$ cat src/rtl/wb_arbiter_if.sv
// Writeback arbiter bus: MEM/WB pipe inputs, MDU result handshake and register-file write port.
// DEPTH must match the arbiter's FIFO depth so fifo_count_o has the right width.
interface wb_arbiter_if #(
    parameter int unsigned DEPTH = 4
);
    localparam int unsigned CW = $clog2(DEPTH) + 1;

    logic          pipe_RegWrite_i;
    logic          pipe_MemtoReg_i;
    logic [31:0]   pipe_ALURet_i;
    logic [31:0]   pipe_ReadData_i;
    logic [4:0]    pipe_RDaddr_i;
    logic          mdu_valid_i;
    logic [31:0]   mdu_data_i;
    logic [4:0]    mdu_rd_i;
    logic          mdu_ready_o;
    logic          RegWrite_o;
    logic [4:0]    RDaddr_o;
    logic [31:0]   WriteData_o;
    logic          stall_o;
    logic [31:0]   pending_mask_o;
    logic [CW-1:0] fifo_count_o;

    modport master (
        output pipe_RegWrite_i, pipe_MemtoReg_i, pipe_ALURet_i, pipe_ReadData_i, pipe_RDaddr_i,
        output mdu_valid_i, mdu_data_i, mdu_rd_i,
        input  mdu_ready_o, RegWrite_o, RDaddr_o, WriteData_o, stall_o, pending_mask_o, fifo_count_o
    );

    modport slave (
        input  pipe_RegWrite_i, pipe_MemtoReg_i, pipe_ALURet_i, pipe_ReadData_i, pipe_RDaddr_i,
        input  mdu_valid_i, mdu_data_i, mdu_rd_i,
        output mdu_ready_o, RegWrite_o, RDaddr_o, WriteData_o, stall_o, pending_mask_o, fifo_count_o
    );
endinterface

$ cat src/rtl/wb_arbiter.sv
// Register-file write-port arbiter: the MEM/WB pipe has priority, buffered MDU results fill free
// slots, and a starvation counter requests a one-cycle bubble when the FIFO is not draining.
module wb_arbiter #(
    parameter int unsigned DEPTH        = 4,
    parameter int unsigned STARVE_LIMIT = 8
) (
    input  logic        clk_i,
    input  logic        rst_i,
    wb_arbiter_if.slave bus
);
    localparam int unsigned AW = $clog2(DEPTH);
    localparam int unsigned CW = AW + 1;
    localparam int unsigned SW = $clog2(STARVE_LIMIT + 1);

    logic [31:0]   data_q [DEPTH];
    logic [4:0]    rd_q   [DEPTH];
    logic [AW-1:0] wr_ptr_q, wr_ptr_d;
    logic [AW-1:0] rd_ptr_q, rd_ptr_d;
    logic [CW-1:0] count_q, count_d;
    logic [SW-1:0] starve_q, starve_d;
    logic          stall_q, stall_d;

    logic          pipe_busy;
    logic          fifo_empty;
    logic          fifo_full;
    logic          pop;
    logic          push;
    logic [31:0]   mask;

    // Slot and handshake decode
    always_comb begin
        pipe_busy  = bus.pipe_RegWrite_i && (bus.pipe_RDaddr_i != 5'd0);
        fifo_empty = (count_q == '0);
        fifo_full  = (count_q == CW'(DEPTH));
        pop        = !pipe_busy && !fifo_empty;
        // x0 results complete the handshake but are never stored
        push       = bus.mdu_valid_i && !fifo_full && (bus.mdu_rd_i != 5'd0);
    end

    // Zero-latency write-port mux so forwarding timing is unaffected
    always_comb begin
        bus.RegWrite_o  = 1'b0;
        bus.RDaddr_o    = 5'd0;
        bus.WriteData_o = 32'd0;
        if (pipe_busy) begin
            bus.RegWrite_o  = 1'b1;
            bus.RDaddr_o    = bus.pipe_RDaddr_i;
            bus.WriteData_o = bus.pipe_MemtoReg_i ? bus.pipe_ReadData_i : bus.pipe_ALURet_i;
        end else if (!fifo_empty) begin
            bus.RegWrite_o  = 1'b1;
            bus.RDaddr_o    = rd_q[rd_ptr_q];
            bus.WriteData_o = data_q[rd_ptr_q];
        end
    end

    // Destinations still owed a write, for the hazard unit
    always_comb begin
        mask = '0;
        for (int unsigned i = 0; i < DEPTH; i++) begin
            if (CW'(i) < count_q) begin
                mask[rd_q[rd_ptr_q + AW'(i)]] = 1'b1;
            end
        end
    end

    always_comb begin
        wr_ptr_d = wr_ptr_q;
        rd_ptr_d = rd_ptr_q;
        starve_d = starve_q;
        stall_d  = 1'b0;
        if (push) wr_ptr_d = wr_ptr_q + AW'(1);
        if (pop)  rd_ptr_d = rd_ptr_q + AW'(1);
        count_d = count_q + CW'(push) - CW'(pop);
        // Starvation: bubble request is a single-cycle pulse that re-arms the counter
        if (fifo_empty || pop) begin
            starve_d = '0;
        end else if ((starve_q == SW'(STARVE_LIMIT)) && !stall_q) begin
            stall_d  = 1'b1;
            starve_d = '0;
        end else if (starve_q != SW'(STARVE_LIMIT)) begin
            starve_d = starve_q + SW'(1);
        end
    end

    always_ff @(posedge clk_i or posedge rst_i) begin
        if (rst_i) begin
            wr_ptr_q <= '0;
            rd_ptr_q <= '0;
            count_q  <= '0;
            starve_q <= '0;
            stall_q  <= 1'b0;
        end else begin
            wr_ptr_q <= wr_ptr_d;
            rd_ptr_q <= rd_ptr_d;
            count_q  <= count_d;
            starve_q <= starve_d;
            stall_q  <= stall_d;
        end
    end

    // Payload storage needs no reset; validity is tracked by the pointers and count
    always_ff @(posedge clk_i) begin
        if (push) begin
            data_q[wr_ptr_q] <= bus.mdu_data_i;
            rd_q[wr_ptr_q]   <= bus.mdu_rd_i;
        end
    end

    assign bus.mdu_ready_o    = !fifo_full;
    assign bus.stall_o        = stall_q;
    assign bus.pending_mask_o = mask;
    assign bus.fifo_count_o   = count_q;
endmodule

$ cat src/flat_wrapper.sv
// flat-port wrapper written by rule: the top's interface ports become plain ports
module wb_arbiter_flat 
#(
    parameter int unsigned DEPTH        = 4,
    parameter int unsigned STARVE_LIMIT = 8
)
  (clk_i, rst_i, bus_pipe_RegWrite_i, bus_pipe_MemtoReg_i, bus_pipe_ALURet_i, bus_pipe_ReadData_i, bus_pipe_RDaddr_i, bus_mdu_valid_i, bus_mdu_data_i, bus_mdu_rd_i, bus_mdu_ready_o, bus_RegWrite_o, bus_RDaddr_o, bus_WriteData_o, bus_stall_o, bus_pending_mask_o, bus_fifo_count_o);
  wb_arbiter_if #(.DEPTH(DEPTH)) bus_i ();
  input  logic clk_i;
  input  logic rst_i;
  input wire logic [$bits(bus_i.pipe_RegWrite_i)-1:0] bus_pipe_RegWrite_i;
  input wire logic [$bits(bus_i.pipe_MemtoReg_i)-1:0] bus_pipe_MemtoReg_i;
  input wire logic [$bits(bus_i.pipe_ALURet_i)-1:0] bus_pipe_ALURet_i;
  input wire logic [$bits(bus_i.pipe_ReadData_i)-1:0] bus_pipe_ReadData_i;
  input wire logic [$bits(bus_i.pipe_RDaddr_i)-1:0] bus_pipe_RDaddr_i;
  input wire logic [$bits(bus_i.mdu_valid_i)-1:0] bus_mdu_valid_i;
  input wire logic [$bits(bus_i.mdu_data_i)-1:0] bus_mdu_data_i;
  input wire logic [$bits(bus_i.mdu_rd_i)-1:0] bus_mdu_rd_i;
  output wire logic [$bits(bus_i.mdu_ready_o)-1:0] bus_mdu_ready_o;
  output wire logic [$bits(bus_i.RegWrite_o)-1:0] bus_RegWrite_o;
  output wire logic [$bits(bus_i.RDaddr_o)-1:0] bus_RDaddr_o;
  output wire logic [$bits(bus_i.WriteData_o)-1:0] bus_WriteData_o;
  output wire logic [$bits(bus_i.stall_o)-1:0] bus_stall_o;
  output wire logic [$bits(bus_i.pending_mask_o)-1:0] bus_pending_mask_o;
  output wire logic [$bits(bus_i.fifo_count_o)-1:0] bus_fifo_count_o;
  assign bus_i.pipe_RegWrite_i = bus_pipe_RegWrite_i;
  assign bus_i.pipe_MemtoReg_i = bus_pipe_MemtoReg_i;
  assign bus_i.pipe_ALURet_i = bus_pipe_ALURet_i;
  assign bus_i.pipe_ReadData_i = bus_pipe_ReadData_i;
  assign bus_i.pipe_RDaddr_i = bus_pipe_RDaddr_i;
  assign bus_i.mdu_valid_i = bus_mdu_valid_i;
  assign bus_i.mdu_data_i = bus_mdu_data_i;
  assign bus_i.mdu_rd_i = bus_mdu_rd_i;
  assign bus_mdu_ready_o = bus_i.mdu_ready_o;
  assign bus_RegWrite_o = bus_i.RegWrite_o;
  assign bus_RDaddr_o = bus_i.RDaddr_o;
  assign bus_WriteData_o = bus_i.WriteData_o;
  assign bus_stall_o = bus_i.stall_o;
  assign bus_pending_mask_o = bus_i.pending_mask_o;
  assign bus_fifo_count_o = bus_i.fifo_count_o;
  wb_arbiter #(.DEPTH(DEPTH), .STARVE_LIMIT(STARVE_LIMIT)) u_core (.clk_i(clk_i), .rst_i(rst_i), .bus(bus_i));
endmodule
$ cat config.mk
export PLATFORM = sky130hd
export DESIGN_NAME = wb_arbiter_flat
export DESIGN_NICKNAME = d
export VERILOG_FILES = /design/src/rtl/wb_arbiter_if.sv /design/src/rtl/wb_arbiter.sv /design/src/flat_wrapper.sv
export SDC_FILE = /design/constraint.sdc
export NUM_CORES = 1
export LEC_CHECK = 0
export CAP_MARGIN = 10
export CORE_MARGIN = 8
export CORE_UTILIZATION = 51
export CTS_CLUSTER_SIZE = 16
export DETAILED_ROUTE_END_ITERATION = 10
export HOLD_SLACK_MARGIN = 0.08
export PLACE_DENSITY = 0.81
export SYNTH_ARGS = -nofsm -noshare
export SYNTH_HDL_FRONTEND = slang
export SYNTH_SLANG_ARGS = --single-unit
$ cat constraint.sdc
create_clock -name clk_i -period 3 [get_ports clk_i]
set_input_delay 0.45 -clock clk_i [delete_from_list [all_inputs] [get_ports clk_i]]
set_output_delay 0.45 -clock clk_i [all_outputs]
set_load 0.005 [all_outputs]
==> impl_metrics.env <==
export IMPL_ys_warn_count=0
export IMPL_ant_nets=0
export IMPL_fin_skew_ps=10.9
export IMPL_pre_cts_ws_ps=-217
export IMPL_tightest_slew_ps=517
export IMPL_place_gp_congestion=0.896
export IMPL_grt_pass1_wl_um=37100
export IMPL_synth_cells=499
export IMPL_synth_top_area_cell="edfxtp_1"
export IMPL_syn_avg_cell_area_um2=16.1
export IMPL_max_freq_mhz=319
export IMPL_critPathMaxStageDelay_ps=630
export IMPL_syn_cell_area_mm2=0.00805
export IMPL_dr_first_iter_drc_count=388
export IMPL_r2r_cells=12
export IMPL_whs_ps=358
export IMPL_yosysUniqueCellTypes=44
export IMPL_cts_made_buffers=17
export IMPL_cp_required_ps=2550
export IMPL_ys_seq_elements=160
export IMPL_synth_top_cells_by_area="edfxtp_1 55%, mux4_2 15%, a221o_1 4.0%"
export IMPL_grt_max_degree=36
export IMPL_fin_ws_ps=-139
export IMPL_rr_startpoint="u_core.bus.fifo_count_o[1]$_DFF_PP0_"
export IMPL_cts_tree="built"
export IMPL_drc=0
export IMPL_antenna_found_initial=0
export IMPL_wirelength_um=25400
export IMPL_synth_seq_area_share=0.589
export IMPL_holdCritPathClass="in -> async"
export IMPL_synth_edf_count=148
export IMPL_die_x_um=142
export IMPL_crit_cells=6
export IMPL_cp_end_kind="output pin"
export IMPL_drv_slew=0
export IMPL_clk_path_buf_depth=2
export IMPL_slowest_stage="or4b_4"
export IMPL_reg2reg_to="u_core.bus.fifo_count_o[2]$_DFF_PP0_"
export IMPL_ir_drop_uv=477
export IMPL_cp_start_kind="flop"
export IMPL_critical_path_arrival_ps=2690
export IMPL_fin_crit_ps=3140
export IMPL_startpoint="u_core.rd_ptr_q[0]$_DFFE_PP0P_"
export IMPL_nNetsFinal=894
export IMPL_hold_buffers=0
export IMPL_layout_drive_gt1_share=0.387
export IMPL_grt_usage=0.246
export IMPL_port_buffers=185
export IMPL_clk_insertion_delay_late_ps=420
export IMPL_die_h_um=142
export IMPL_via_per_inst=6.19
export IMPL_power_w=0.0119
export IMPL_cp_top_family="simple AND/OR/NAND/NOR gates"
export IMPL_violations="negative setup slack"
export IMPL_vias=6194
export IMPL_core_mm2=0.0157
export IMPL_hold_violations=0
export IMPL_slew_headroom=0.655
export IMPL_cp_num_buf_inv=2
export IMPL_synth_top_area_frac=0.552
export IMPL_grt_pass1_vias=6752
export IMPL_crit_end="bus_pending_mask_o[6]"
export IMPL_synth_ff_type="edfxtp_1"
export IMPL_final_cell_mix="148 x edfxtp_1, 114 x clkdlybuf4s50_1, 61 x buf_4, 52 x mux4_2, 33 x buf_2"
export IMPL_post_route_period_util=1.05
export IMPL_cts_root_buf="clkbuf_16"
export IMPL_clk_pin_slew_worst_paths_ps=70
export IMPL_htreeDepth=4
export IMPL_clkSinkCount=160
export IMPL_area_delta_synth_final_pct=48.1
export IMPL_drt_wirelength_per_cell_um=25.4
export IMPL_dp_hpwl_um=16800
export IMPL_critPathMaxFanout=7
export IMPL_finalSetupViolCount=30
export IMPL_async_flop_share=0.0750
export IMPL_insertedDiodeCount=0
export IMPL_num_rows=46
export IMPL_r2r_slack_ps=420
export IMPL_maxCapViolations=0
export IMPL_path_cells="mux4_2 > or4b_4 > buf_6 > o22ai_4 > a221o_1 > buf_2"
export IMPL_io_pins=186
export IMPL_postSynthNetCount=621
export IMPL_start_util=0.514
export IMPL_mostFrequentLayoutCell="edfxtp_1"
export IMPL_power_density_mw_per_mm2=998
export IMPL_critPathKind="reg -> out"
export IMPL_drtPass1Iterations=5
export IMPL_rsz0062_at_grt="true"
export IMPL_outcome="finished, violations left"
export IMPL_die_area_mm2=0.0201
export IMPL_p_leak_nw=4.38
export IMPL_grt_overflow=0
==> report_power, final <==
part | switching (W) | leakage, nW | internal, W
clock network | 0.000913 | 0.275 | 0.00117
registers | 0.000201 | 1.50 | 0.00295
logic | 0.00329 | 2.60 | 0.00338
total | 0.00440 | 4.38 | 0.00750
==> cells in the mapped netlist, types with 3 or more instances <==
cell type and instances:
clkbuf_1 13, nor3_1 4, nor2_1 16, nand3_1 6, ha_1 10, inv_1 12, and2_1 7, buf_2 11
dfrtp_1 12, a221o_1 32, o2bb2ai_1 32, edfxtp_1 148, buf_1 5, mux2i_1 32, mux4_2 52, nand2_1 10
a22o_1 5, nand2b_1 7, o22ai_1 32, xnor2_1 4, or3_1 3, buf_4 3, or4_1 3, nor2b_1 6
or3b_1 5, nand3b_1 6
==> cell families (layout without fill, tap and decap cells) <==
family,Yosys count,after routing,share of synthesized area
flip-flops,160,160,0.589
AO/OA/AOI/OAI,107,107,0.110
multiplexers,85,85,0.187
AND/OR/NAND/NOR,84,84,0.0633
buffers and inverters,46,332,0.0264
adder cells (fa/ha/maj),11,11,0.0180
XOR/XNOR,6,6,0.00653
==> worst min path at each step <==
stage	depth (start not counted)	from	to	slack, ps
floorplan	1	rst_i	u_core.bus.fifo_count_o[0]$_DFF_PP0_	310
global placement	1	u_core.bus.stall_o$_DFF_PP0_	u_core.bus.stall_o$_DFF_PP0_	510
detailed placement	1	u_core.bus.stall_o$_DFF_PP0_	u_core.bus.stall_o$_DFF_PP0_	520
CTS	2	rst_i	u_core.starve_q[2]$_DFFE_PP0P_	360
global route	2	rst_i	u_core.starve_q[3]$_DFFE_PP0P_	400
finish	2	rst_i	u_core.starve_q[1]$_DFFE_PP0P_	360
==> state kept, by name, summed over array words and instances (netlist names) <==
| name | count |
|---|---|
| u_core.bus.fifo_count_o | 3 |
| u_core.wr_ptr_q | 2 |
| u_core.rd_q | 20 |
| u_core.data_q | 128 |
| u_core.starve_q | 4 |
| u_core.bus.stall_o | 1 |
| u_core.rd_ptr_q | 2 |
==> what timing repair did <==
| item | CTS | global route |
|---|---|---|
| pin swaps | 40 | 19 |
| setup endpoints to repair | 70 | 38 |
| gates resized for setup | 277 | 26 |
| buffers inserted | 47 | 8 |
| gates cloned | 2 | 1 |
==> stage by stage <==
stage	cells	setup TNS [ps]	cell area [um2]	utilization
after detailed placement	916	-7170	10500	0.670
final	1001	-2870	11900	0.761
after global routing	1001	-5030	11900	0.761
after global placement	916	-5200	10500	0.670
after floorplan	499	0	8050	-
after CTS	994	-2860	11800	0.753
==> layout make-up <==
type	count	area [um2]
tap	216	270
fill	927	3740
multi-input combinational	293	3570
clock inverter	15	150
clock buffer	17	425
inverter	12	45.0
sequential	160	4750
timing repair buffer	288	2710
==> per-layer routing <==
layer	part of all wire	vias up	wire, um	track usage
li1	-	2659	-	-
met1	0.36	3087	9230	0.280
met5	0	-	0	0
met2	0.52	378	13100	0.431
met4	0.036	0	924	0.114
met3	0.084	70	2130	0.0601
(Power assumes the default switching activity.)
